$ cat src/rtl/fetch_unit.sv
// rtl/fetch_unit.sv - instruction fetch front end with in-order request tracking and output buffer
//
// Purpose:
//   Owns the fetch PC, issues in-order word reads to instruction memory and
//   buffers the returned words, tagged with their PC, towards decode. A
//   redirect reloads the PC and squashes every younger fetch, whether it is
//   still in flight or already buffered.
//
// Ports:
//   clock, reset_n                 clock, asynchronous active-low reset
//   redirect, redirect_pc          PC reload request and target
//   imem_req_valid/ready/addr      read request channel (valid/ready)
//   imem_rsp_valid/data            read response channel (in order, never stalled)
//   inst_valid/ready/data/pc       instruction channel to decode (valid/ready)

module fetch_unit #(
  parameter int unsigned     XLEN     = 32,
  parameter logic [XLEN-1:0] RESET_PC = '0,
  parameter int unsigned     PC_INC   = 4,
  parameter int unsigned     DEPTH    = 2
) (
  input  logic            clock,
  input  logic            reset_n,
  input  logic            redirect,
  input  logic [XLEN-1:0] redirect_pc,
  output logic            imem_req_valid,
  input  logic            imem_req_ready,
  output logic [XLEN-1:0] imem_req_addr,
  input  logic            imem_rsp_valid,
  input  logic [31:0]     imem_rsp_data,
  output logic            inst_valid,
  input  logic            inst_ready,
  output logic [31:0]     inst_data,
  output logic [XLEN-1:0] inst_pc
);

  localparam int unsigned PW = (DEPTH > 1) ? $clog2(DEPTH) : 1;
  localparam int unsigned CW = $clog2(DEPTH + 1);

  typedef logic [PW-1:0] ptr_t;
  typedef logic [CW-1:0] cnt_t;

  localparam cnt_t            DEPTH_CNT = cnt_t'(DEPTH);
  localparam ptr_t            PTR_LAST  = ptr_t'(DEPTH - 1);
  localparam logic [XLEN-1:0] PC_STEP   = XLEN'(PC_INC);

  function automatic ptr_t ptr_inc(input ptr_t p);
    if (p == PTR_LAST) begin
      return '0;
    end
    return p + ptr_t'(1);
  endfunction

  // Fetch PC and bookkeeping counters
  logic [XLEN-1:0] fetch_pc_q, fetch_pc_d;
  cnt_t            outstanding_q, outstanding_d;
  cnt_t            stale_q, stale_d;

  // PCs of in-flight requests, oldest at pend_rd_q
  logic [XLEN-1:0] pend_q [DEPTH];
  ptr_t            pend_wr_q, pend_wr_d;
  ptr_t            pend_rd_q, pend_rd_d;

  // Output buffer of {pc, data}
  logic [XLEN-1:0] fifo_pc_q   [DEPTH];
  logic [31:0]     fifo_data_q [DEPTH];
  ptr_t            fifo_wr_q, fifo_wr_d;
  ptr_t            fifo_rd_q, fifo_rd_d;
  cnt_t            fifo_cnt_q, fifo_cnt_d;

  logic [CW:0] credit_used;
  logic        req_fire;
  logic        rsp_fire;
  logic        rsp_keep;
  logic        inst_pop;

  // A request is only issued when every possible answer already has a home
  // in the output buffer; the pre-edge counts are used, so a pop in the same
  // cycle does not free a slot until the next one.
  assign credit_used    = {1'b0, outstanding_q} + {1'b0, fifo_cnt_q};
  assign imem_req_valid = reset_n & ~redirect & (credit_used < {1'b0, DEPTH_CNT});
  assign imem_req_addr  = fetch_pc_q;

  assign req_fire = imem_req_valid & imem_req_ready;
  // A response with nothing outstanding is a protocol error and is ignored.
  assign rsp_fire = imem_rsp_valid & (outstanding_q != '0);
  // Responses are dropped while older squashed requests drain, and also when
  // they coincide with a redirect.
  assign rsp_keep = rsp_fire & (stale_q == '0) & ~redirect;

  assign inst_valid = (fifo_cnt_q != '0);
  assign inst_pc    = fifo_pc_q[fifo_rd_q];
  assign inst_data  = fifo_data_q[fifo_rd_q];
  assign inst_pop   = inst_valid & inst_ready;

  always_comb begin
    fetch_pc_d    = fetch_pc_q;
    outstanding_d = outstanding_q + cnt_t'(req_fire) - cnt_t'(rsp_fire);
    stale_d       = stale_q;
    pend_wr_d     = pend_wr_q;
    pend_rd_d     = pend_rd_q;
    fifo_wr_d     = fifo_wr_q;
    fifo_rd_d     = fifo_rd_q;
    fifo_cnt_d    = fifo_cnt_q + cnt_t'(rsp_keep) - cnt_t'(inst_pop);

    if (req_fire) begin
      fetch_pc_d = fetch_pc_q + PC_STEP;
      pend_wr_d  = ptr_inc(pend_wr_q);
    end
    if (rsp_fire) begin
      pend_rd_d = ptr_inc(pend_rd_q);
      if (stale_q != '0) begin
        stale_d = stale_q - cnt_t'(1);
      end
    end
    if (rsp_keep) begin
      fifo_wr_d = ptr_inc(fifo_wr_q);
    end
    if (inst_pop) begin
      fifo_rd_d = ptr_inc(fifo_rd_q);
    end

    // Everything still in flight after this edge belongs to the old path.
    // Any decode handshake this cycle has already completed, so the buffer
    // can simply be emptied.
    if (redirect) begin
      fetch_pc_d = redirect_pc;
      stale_d    = outstanding_q - cnt_t'(rsp_fire);
      fifo_wr_d  = '0;
      fifo_rd_d  = '0;
      fifo_cnt_d = '0;
    end
  end

  always_ff @(posedge clock or negedge reset_n) begin
    if (!reset_n) begin
      fetch_pc_q    <= RESET_PC;
      outstanding_q <= '0;
      stale_q       <= '0;
      pend_wr_q     <= '0;
      pend_rd_q     <= '0;
      fifo_wr_q     <= '0;
      fifo_rd_q     <= '0;
      fifo_cnt_q    <= '0;
      for (int i = 0; i < int'(DEPTH); i++) begin
        pend_q[i]      <= '0;
        fifo_pc_q[i]   <= '0;
        fifo_data_q[i] <= '0;
      end
    end else begin
      fetch_pc_q    <= fetch_pc_d;
      outstanding_q <= outstanding_d;
      stale_q       <= stale_d;
      pend_wr_q     <= pend_wr_d;
      pend_rd_q     <= pend_rd_d;
      fifo_wr_q     <= fifo_wr_d;
      fifo_rd_q     <= fifo_rd_d;
      fifo_cnt_q    <= fifo_cnt_d;
      if (req_fire) begin
        pend_q[pend_wr_q] <= fetch_pc_q;
      end
      if (rsp_keep) begin
        fifo_pc_q[fifo_wr_q]   <= pend_q[pend_rd_q];
        fifo_data_q[fifo_wr_q] <= imem_rsp_data;
      end
    end
  end

  rsp_needs_outstanding: assert property (
    @(posedge clock) disable iff (!reset_n) imem_rsp_valid |-> (outstanding_q != '0)
  );

endmodule

$ cat config.mk
export PLATFORM = sky130hd
export DESIGN_NAME = fetch_unit
export DESIGN_NICKNAME = d
export VERILOG_FILES = /design/src/rtl/fetch_unit.sv
export SDC_FILE = /design/constraint.sdc
export NUM_CORES = 1
export LEC_CHECK = 0
export CAP_MARGIN = 20
export CORE_ASPECT_RATIO = 1.2
export CORE_MARGIN = 3
export CORE_UTILIZATION = 58
export CTS_CLUSTER_DIAMETER = 150
export DETAILED_ROUTE_END_ITERATION = 7
export GPL_TIMING_DRIVEN = 0
export HOLD_SLACK_MARGIN = 0.12
export PLACE_DENSITY = 0.89
export SETUP_SLACK_MARGIN = 0.2
export SLEW_MARGIN = 30
export SYNTH_ARGS = -nofsm -noshare
export SYNTH_HDL_FRONTEND = slang
export SYNTH_SLANG_ARGS = --single-unit
$ cat constraint.sdc
create_clock -name clock -period 4.65 [get_ports clock]
set_clock_uncertainty 0.05 [all_clocks]
set_input_delay 0.93 -clock clock [delete_from_list [all_inputs] [get_ports clock]]
set_output_delay 0.93 -clock clock [all_outputs]
set_load 0.02 [all_outputs]
==> results.sh <==
export IMPL_outcome="finished, final reports clean"
export IMPL_dr_pass1_iters=5
export IMPL_seq_area_frac_synth_pct=54.6
export IMPL_fin_crit_sh_pct=83.7
export IMPL_cts_buffers=24
export IMPL_h_tree_depth=1
export IMPL_wire_per_inst_um=20.9
export IMPL_cp_required_ns=3.67
export IMPL_gr_usage_met1_pct=32.1
export IMPL_routed_wirelength_mm=25.5
export IMPL_worst_path_max_fanout=10
export IMPL_synth_nets=868
export IMPL_finalSetupTns_ns=0
export IMPL_ys_ff_latch=234
export IMPL_cts_buffer_depth=3
export IMPL_crit_top_cell="clkbuf_1"
export IMPL_fin_cells=1221
export IMPL_grt_max_degree=93
export IMPL_postCtsSetupBuffers=0
export IMPL_cts_tree="done"
export IMPL_globalplace_congestion=0.865
export IMPL_cp_startpoint="fifo_rd_q"
export IMPL_netlist_instances=790
export IMPL_initial_core_util_pct=60.1
export IMPL_insertion_delay_ns=0.52
export IMPL_final_area_mm2=0.0135
export IMPL_hp_class="primary input to async pin"
export IMPL_yosys_warnings=0
export IMPL_setup_viol=0
export IMPL_antenna_found_initial=0
export IMPL_mostFrequentLayoutCell="mux2_2"
export IMPL_die_h_um=155
export IMPL_ir_drop_mv=0.406
export IMPL_yosysUniqueCellTypes=41
export IMPL_cp_cell_sequence="clkbuf_1, clkbuf_1, mux2_2, clkdlybuf4s50_1"
export IMPL_power_density_mw_per_mm2=628
export IMPL_dieArea_mm2=0.0201
export IMPL_antenna_cells=0
export IMPL_finalHoldViolCount=0
export IMPL_drv_slew=0
export IMPL_cp_slowest_cell="clkdlybuf4s50_1"
export IMPL_synth_area_mm2=0.0107
export IMPL_finalCriticalPeriod_ns=3.89
export IMPL_leakage_nw=5.96
export IMPL_critPathKind="flop to output pin"
export IMPL_cts_clk_slew_worst_paths_ns=0.06
export IMPL_cts_resized_gates=0
export IMPL_coreArea_mm2=0.0178
export IMPL_cp_arrival_ns=2.91
export IMPL_vias=7316
export IMPL_std_cell_rows=53
export IMPL_die_w_um=130
export IMPL_avgSynthCellArea_um2=13.6
export IMPL_drt_iter0_drc=351
export IMPL_busiest_layer="met2"
export IMPL_viasPerCell=5.99
export IMPL_placed_cells=1179
export IMPL_area_growth_pct=26.1
export IMPL_grt_pass1_wl_mm=40.6
export IMPL_grt_pass1_vias=7688
export IMPL_drc=0
export IMPL_nNetsFinal=1063
export IMPL_critical_path_startpoint_type="flop"
export IMPL_final_cell_mix="mux2_2, dfrtp_1, clkdlybuf4s50_1, nand2_1, clkbuf_1"
export IMPL_final_layout_size_suffix_gt1_share_pct=35.6
export IMPL_dpl_cell_area_mm2=0.0127
export IMPL_cap_violations=0
export IMPL_utilization_pct=75.7
export IMPL_fin_hold_ws_ns=0.303
export IMPL_async_reset_ff_share_pct=100
export IMPL_synth_ff_type="dfrtp_1"
export IMPL_rsz0062_at_grt="no"
export IMPL_tightest_slew_ns=0.848
export IMPL_max_freq_mhz=257
export IMPL_synth_edf_count=0
export IMPL_grt_overflow=0
export IMPL_slowest_delay_ns=0.57
export IMPL_met3_usage_pct=3.67
export IMPL_met2_usage_pct=44.5
export IMPL_clock_sinks=234
export IMPL_grt_use_total_pct=25.3
export IMPL_ant_nets=0
export IMPL_dp_final_hpwl_mm=17.4
export IMPL_root_buffer="clkbuf_16"
export IMPL_portBuffers=167
export IMPL_cp_end_kind="output pin"
export IMPL_io_pins=168
export IMPL_r2r_start="outstanding_q[0]"
export IMPL_slew_headroom_pct=43.0
export IMPL_ctsHoldBuffers=0
[worst max-delay path: cells and delay by family (launching register included)]
family	cells	cell delay (ns)
multiplexers	1	0.40
buffers and inverters	3	1.65
flip-flops	1	0.34
[path summary, 6_finish.rpt]
| kind | to | slack [ns] | cells past startpoint |
|---|---|---|---|
| worst max register to register | imem_req_addr[30] | 1.54 | 7 |
| max in group asynchronous | fifo_data_q[9] | 3.04 | 3 |
| worst max-delay path | inst_pc[13] | 0.76 | 4 |
| worst min register to register | fifo_pc_q[4] | 0.45 | 1 |
| worst min-delay path | imem_req_addr[3] | 0.30 | 1 |
| min in group clock | fifo_pc_q[4] | 0.45 | 1 |
[final cells by class]
type                    instances  area [µm²]
well taps                     220         275
fillers                      1090        4330
multi-input cells             497        4590
repair buffers                169        1730
clock buffers                  34         699
flip-flops and latches        234        5860
plain buffers                  50         238
inverters                       9        33.8
clock inverters                 8        90.1
[cell families after synthesis]
family	Yosys count	synth area share, %
adder cells (fa/ha/maj)	8	1.00
AND/OR/NAND/NOR	129	6.68
XOR/XNOR	21	1.72
AO/OA/AOI/OAI	48	2.86
multiplexers	291	30.6
flip-flops	234	54.6
buffers and inverters	59	2.53
[cell usage after synthesis, drive strengths merged (3+ instances only)]
master | count | area share [%]
nor4 | 5 | 0.29
o311ai | 3 | 0.25
nand4 | 12 | 0.70
o41ai | 3 | 0.25
o31ai | 8 | 0.56
inv | 9 | 0.32
or4 | 10 | 0.70
and3 | 5 | 0.29
or3 | 3 | 0.22
a31oi | 11 | 0.64
mux2 | 289 | 30
nand3 | 19 | 0.93
xor2 | 8 | 0.65
nor2 | 18 | 0.65
dfrtp | 234 | 55
o211ai | 4 | 0.28
xnor2 | 13 | 1.1
clkbuf | 29 | 1.0
ha | 7 | 0.82
and4 | 5 | 0.41
buf | 21 | 1.2
o21ai | 19 | 0.89
and2 | 3 | 0.18
or2 | 4 | 0.23
nand2 | 35 | 1.2
[report_power, final]
part           internal [mW]  switching [mW]  total (mW)
Combinational           1.83            1.47        3.30
Sequential              2.82           0.441        3.26
Clock                   1.15           0.767        1.92
[flip-flops by register name (all words and copies together) (netlist names), 2 cells and up]
register,flops
fifo_cnt_q,2
fifo_data_q,64
fifo_pc_q,64
imem_req_addr,32
outstanding_q,2
pend_q,64
stale_q,2
[stage by stage]
step / setup slack [ns] / total power [mW]
final: 0.756 / 8.48
after CTS: 0.715 / 8.53
after detailed placement: 0.788 / 6.56
after floorplan: 1.85 / 5.27
after global placement: -7.25 / 6.43
after global routing: 0.622 / 8.89
[routing by layer]
layer,share of wire (%),routed length [µm],vias up
met5,0,0,-
li1,-,-,3269
met1,39,9960,3721
met3,5.9,1510,54
met2,52,13400,272
met4,2.7,690,0
No activity file was read; power rests on OpenSTA's default activity.
